## config.mk

```make
export PLATFORM = sky130hd
export DESIGN_NAME = result_writer
export DESIGN_NICKNAME = d
export VERILOG_FILES = /design/src/rtl/result_writer.sv
export SDC_FILE = /design/constraint.sdc
export NUM_CORES = 1
export LEC_CHECK = 0
export ABC_AREA = 1
export CAP_MARGIN = 0
export CORE_UTILIZATION = 48
export CTS_BUF_LIST = sky130_fd_sc_hd__clkbuf_2
export DETAILED_ROUTE_END_ITERATION = 16
export GPL_ROUTABILITY_DRIVEN = 1
export HOLD_SLACK_MARGIN = 0.06
export PLACE_DENSITY = 0.71
export RECOVER_POWER = 50
export SLEW_MARGIN = 15
export SYNTH_ARGS = -nofsm -noshare
export SYNTH_HDL_FRONTEND = slang
export SYNTH_SLANG_ARGS = --single-unit
```

## constraint.sdc

```tcl
create_clock -name clk -period 6.7 [get_ports clk]
set_clock_uncertainty 0.2 [all_clocks]
set_input_delay 0.67 -clock clk [delete_from_list [all_inputs] [get_ports clk]]
set_output_delay 0.67 -clock clk [all_outputs]
set_load 0.01 [all_outputs]
```

## src/rtl/result_writer.sv

```systemverilog
// result_writer: scatters kernel results into the frame interior, then zero-fills the one-pixel border
module result_writer #(
  parameter int IMG_W = 64,
  parameter int IMG_H = 64,
  parameter int DATA_W = 13,
  parameter int ADDR_W = 12
) (
  input  logic              clk,
  input  logic              rst,
  input  logic              start,
  input  logic              result,
  input  logic [DATA_W-1:0] output_result,
  output logic              wr_en,
  output logic [ADDR_W-1:0] wr_addr,
  output logic [DATA_W-1:0] wr_data,
  output logic              busy,
  output logic              frame_done,
  output logic              overflow,
  output logic [ADDR_W-1:0] result_count
);
  localparam logic [1:0] IDLE = 2'd0, COLLECT = 2'd1, BORDER = 2'd2, DONE = 2'd3;
  localparam logic [ADDR_W-1:0] ONE = ADDR_W'(1);
  localparam logic [ADDR_W-1:0] W = ADDR_W'(IMG_W);
  localparam logic [ADDR_W-1:0] W1 = ADDR_W'(IMG_W - 1);
  localparam logic [ADDR_W-1:0] COL_MAX = ADDR_W'(IMG_W - 3);
  localparam logic [ADDR_W-1:0] ROW_MAX = ADDR_W'(IMG_H - 3);
  localparam logic [ADDR_W-1:0] B_LAST = ADDR_W'(2 * IMG_W + 2 * (IMG_H - 2) - 1);
  localparam logic [ADDR_W-1:0] BOT_END = ADDR_W'(2 * IMG_W);
  localparam logic [ADDR_W-1:0] BOT_OFF = ADDR_W'((IMG_H - 2) * IMG_W);
  localparam logic [ADDR_W-1:0] LEFT_END = ADDR_W'(2 * IMG_W + IMG_H - 2);
  localparam logic [ADDR_W-1:0] LEFT_OFF = ADDR_W'(2 * IMG_W - 1);
  localparam logic [ADDR_W-1:0] RIGHT_OFF = ADDR_W'(2 * IMG_W + IMG_H - 3);
  logic [1:0] state;
  logic [ADDR_W-1:0] row, col, b, int_addr, b_addr;
  logic wrap, last;
  always_comb begin
    wrap = col == COL_MAX;
    last = wrap && row == ROW_MAX;
    int_addr = (row + ONE) * W + col + ONE;
    b_addr = b < W ? b :
             b < BOT_END ? b + BOT_OFF :
             b < LEFT_END ? (b - LEFT_OFF) * W :
             (b - RIGHT_OFF) * W + W1;
  end
  assign busy = state == COLLECT || state == BORDER;
  always_ff @(posedge clk) begin
    if (rst) begin
      state <= IDLE;
      row <= '0;
      col <= '0;
      b <= '0;
      wr_en <= 1'b0;
      wr_addr <= '0;
      wr_data <= '0;
      frame_done <= 1'b0;
      overflow <= 1'b0;
      result_count <= '0;
    end else begin
      wr_en <= 1'b0;
      frame_done <= 1'b0;
      if (result && state != COLLECT)
        overflow <= 1'b1;
      else if (start && state == IDLE)
        overflow <= 1'b0;
      case (state)
        IDLE: if (start) begin
          state <= COLLECT;
          row <= '0;
          col <= '0;
          b <= '0;
          result_count <= '0;
        end
        COLLECT: if (result) begin
          wr_en <= 1'b1;
          wr_addr <= int_addr;
          wr_data <= output_result;
          result_count <= result_count + ONE;
          col <= wrap ? '0 : col + ONE;
          row <= wrap ? row + ONE : row;
          state <= last ? BORDER : COLLECT;
        end
        BORDER: begin
          wr_en <= 1'b1;
          wr_addr <= b_addr;
          wr_data <= '0;
          b <= b + ONE;
          state <= b == B_LAST ? DONE : BORDER;
        end
        DONE: begin
          frame_done <= 1'b1;
          state <= IDLE;
        end
      endcase
    end
  end
endmodule

```

Word-level counts from Yosys, hierarchy flattened:

Index checks and enable logic that the tools add are counted.

* reduce and logical (&&, ||, !) cells: 14
* $add $sub $neg: 10
* order comparisons: 3
* mux-type cells: 27
* equality and inequality tests: 10

Operator list (count)
* 2-to-1 mux 12 bit: 10
* one-hot mux 12 bit (2 select lines): 5
* adder 12 x 1 -> 12 bit, second input constant: 5
* one-hot mux 13 bit (2 select lines): 1
* equality test 12 x 6 -> 1 bit, second input constant: 2
* < comparator 12 x 8 -> 1 bit, second input constant: 2
* 2-to-1 mux 13 bit: 1
* adder 12 bit: 1
* adder 12 bit, second input constant: 1
* adder 12 x 6 -> 12 bit, second input constant: 1
* equality test 12 x 8 -> 1 bit, second input constant: 1
* < comparator 12 x 7 -> 1 bit, second input constant: 1
* subtractor 6 bit, second input constant: 2
* one-hot mux 2 bit (4 select lines): 1
* nonzero test 2 bit: 4
* 2-to-1 mux 2 bit: 3
* inequality test 2 bit, second input constant: 3
* AND reduction 2 bit: 3
* 2-to-1 mux 1 bit: 5
* equality test 2 bit, second input constant: 2
* AND reduction 4 bit: 1
* logical AND 1 bit: 3
* AND reduction 3 bit: 1
* equality test 2 x 1 -> 1 bit, second input constant: 1
* 4 further kinds: 4

* register bits after elaboration: 78
* output and inout bits: 41
* bits of input ports: 17

Longest topological paths before layout:

* word-level depth: 6
* mapped depth: 17
* mapped depth without buffers: 16

Worst setup path after synthesis:

Ideal clock, no wire load.

* path kind: register to register
* from: register row[0]
* to: register wr_addr[11]
* cell stages (with the launch flop): 14
* setup time: 119 ps
* setup slack: 4572 ps
* buffers on the path: 0
* data arrival time: 1809 ps
* clock period less this slack: 2128 ps
* cells stage by stage: dfxtp_1 > ha_1 > inv_1 > nor2_1 > xor2_1 > ha_1 > nand2_1 > inv_1 > a21oi_1 > nand3_1 > inv_1 > nand2_1 > nand3_1 > a21oi_1

* cells in the longest elaborated chain, start to end: 5

RTL lines
* start, declared: RTL line 34 `logic [ADDR_W-1:0] row, col, b, int_addr, b_addr;`
* start signal, assigned: RTL line 79 `row <= wrap ? row + ONE : row;`
* adder 12 x 1 -> 12 bit
* adder 12 bit: RTL line 39 `int_addr = (row + ONE) * W + col + ONE;`
* adder 12 x 1 -> 12 bit: RTL line 39
* 2-to-1 mux 12 bit: RTL line 73 `COLLECT: if (result) begin`
* one-hot mux 12 bit (2 select lines): RTL line 65 `case (state)`
* end signal, assigned: RTL line 75 `wr_addr <= int_addr;`
* end signal, assigned: RTL line 84 `wr_addr <= b_addr;`
* end, declared: RTL line 14 `output logic [ADDR_W-1:0] wr_addr,`

Every way passes these cells. The select of a mux whose other input is x is not followed.
A chain may end at the register's enable or synchronous reset.

==> impl_metrics.json <==
{
  "dr.pass1.iters": 11,
  "synthesis.area_um2": 4410,
  "antennaDiodeCount": 0,
  "clock_latency_ns": 0.53,
  "cp_max_fo": 32,
  "clock.fmax_mhz": 268,
  "synth.area.top_cells": "dfxtp_1, nand2_1, a21oi_1",
  "synthToLayoutAreaGrowth_pct": 15.5,
  "synthArstFlopShare": 0,
  "final_cell_mix": "nand2_1, dfxtp_1, inv_1",
  "num_rows": 34,
  "vdd_drop_max_mv": 0.0790,
  "fp.dieArea_um2": 9570,
  "path_clk_slew_ns": 0.22,
  "clock_sinks": 78,
  "pre_cts_ws_ns": 3.43,
  "grt_pass1_wl_um": 18800,
  "ys_seq_area_frac": 0.354,
  "cp-start-kind": "primary input",
  "cp_num_buf_inv": 4,
  "routedWlPerCell_um": 13.5,
  "layout-drive-gt1-share": 0.0464,
  "rsz0062_at_grt": "no",
  "max-cap-violations": 2,
  "yosys_most_used_dff": "dfxtp_1",
  "critical_path_class": "in -> reg",
  "path_cells": "dlygate4sd3_1, clkbuf_1, inv_1, o21ai_0, inv_1, o21ai_0, a2bb2oi_1",
  "final_antenna_net_count": 0,
  "first_iter_violations": 305,
  "die_h_um": 97.8,
  "fin_total_pwr_uw": 894,
  "synth_top_cell_by_area": "dfxtp_1",
  "endpoint_kind": "flip-flop",
  "routed_wl_um": 11100,
  "io_buffers": 57,
  "final_cell_area_um2": 5090,
  "setup_violations": 0,
  "dpl_cell_area_um2": 5010,
  "cts_hold_buffers": 0,
  "top_layer_used": "met4",
  "cts-root-buf": "clkbuf_2",
  "synthAdderAreaFrac": 0.0556,
  "final_util": 0.578,
  "synth_area_per_cell_um2": 6.71,
  "violations": "design-rule violations, max-capacitance violations, max-slew violations",
  "fin_crit_ns": 3.73,
  "hold_class": "reg -> reg",
  "ys_warn_count": 0,
  "cp.required_ns": 6.94,
  "muxShareOfSynthArea": 0,
  "core_um2": 8810,
  "vias": 4388,
  "place_congestion": 0.877,
  "first_global_vias": 4046,
  "synth_compound_area_frac": 0.170,
  "run_status": "complete, but fails checks",
  "final_common_cell": "nand2_1",
  "cp.arrival_ns": 3.98,
  "antenna_found_initial": 0,
  "vias_per_cell": 5.36,
  "fin_ws_ns": 2.97,
  "grt-ovfl-total": 0,
  "cts_resized": 0,
  "maxSlewHeadroom": -0.642,
  "drc": 4,
  "dp.cells": 803,
  "rrSetupSlack_ns": 3.02,
  "htreeDepth": 3,
  "hold_violations": 0,
  "synth_nets": 693,
  "dp_hpwl_um": 8250,
  "crit_slowest_cell": "clkbuf_1",
  "final_cells": 819,
  "synth_edf_count": 0,
  "synth_top_family_by_area": "simple AND/OR/NAND/NOR gates",
  "cts_max_path_buffers": 2,
  "tritoncts": "done",
  "synth_top_cell_area_share": 0.354,
  "cpPeakStageDelay_ns": 1.11,
  "post_cts_buffers": 0,
  "fin_crit_sh": 0.557,
  "grtUsageTotal": 0.239,
  "initial_utilization": 0.501,
  "dr_wl_met3_um": 710,
  "cts_buffers": 9,
  "synth-simple-area-share": 0.307,
  "fp.dieW_um": 97.8,
  "critical_path.top_delay_family": "buffers and inverters",
  "synth_cells": 657,
  "wl_met2_um": 4890,
  "grt_max_degree": 33,
  "nets": 742,
  "synth-seq-cells": 78,
  "power_density_nw_per_um2": 176,
  "setup_tns_ns": 0,
  "p_leak_nw": 2.12,
  "met1Wirelength_um": 5270,
  "drv_slew": 54,
  "tightest_slew_ns": 2.44,
  "pin_count": 58,
  "hold_slack_ns": 0.275,
  "synth.distinct_cells": 42,
  "yosys.area_share.xor_xnor": 0.0199
}
-- routing by layer --
metal,global-route usage,vias to the layer above
met5,0,-
met4,0.0897,0
met3,0.0451,22
met2,0.378,155
met1,0.324,1957
li1,-,2254
-- worst reg2reg max path, stage by stage, from the launching register on --
cell,delay (ns)
dfxtp_1,0.43
inv_1,0.08
ha_1,0.45
o21ai_0,1.95
nor3_2,0.18
nand2_1,0.18
nand2_1,0.06
nand2_1,0.05
nor2_1,0.04
-- worst paths after layout --
check                           startpoint                to  cells past startpoint
worst min register to register  wr_data[6]        wr_data[6]                      2
worst max-delay path                   rst              b[5]                      7
worst min-delay path            wr_data[6]        wr_data[6]                      2
worst max register to register   flip-flop  result_count[11]                      8
-- power by group --
part | total [mW] | leakage (nW) | internal (mW) | switching (mW)
registers | 0.501 | 0.632 | 0.485 | 0.0165
logic | 0.178 | 1.44 | 0.0651 | 0.113
clock network | 0.215 | 0.0511 | 0.0451 | 0.170
-- logic make-up (layout without fill, tap and decap cells) --
family                     count (synthesis)  in the layout
adders and majority gates                 19             19
AOI/OAI and AO/OA                        139            139
xor gates and xnor gates                  10             10
DFF                                       78             78
and+or+nand+nor                          312            312
buffers and inverters                     99            153
-- layout make-up --
class	instances	area [um2]
multi-input cells	480	2440
inverters	79	297
well taps	108	135
flip-flops and latches	78	1560
repair buffers	58	574
clock buffers	9	45.0
fillers	872	3710
clock inverters	7	41.3
-- Yosys cell counts (all sizes together) (2+ instances only) --
master,number
inv,79
nand4,14
o22ai,5
dfxtp,78
nand3b,4
a31oi,3
xor2,5
nand3,59
buf,9
ha,18
xnor2,5
nor2,66
or2,3
nand2,153
o21ai,54
clkbuf,11
a21oi,69
a22oi,2
nor3,10
-- registers in the layout (all words and copies together), names as in the netlist, named ones only --
| signal | flops |
|---|---|
| wr_data | 13 |
| b | 12 |
| col | 12 |
| result_count | 12 |
| row | 12 |
| wr_addr | 12 |
| frame_done | 1 |
| overflow | 1 |
| state | 1 |
| wr_en | 1 |
No activity file was read; power rests on OpenSTA's default activity.
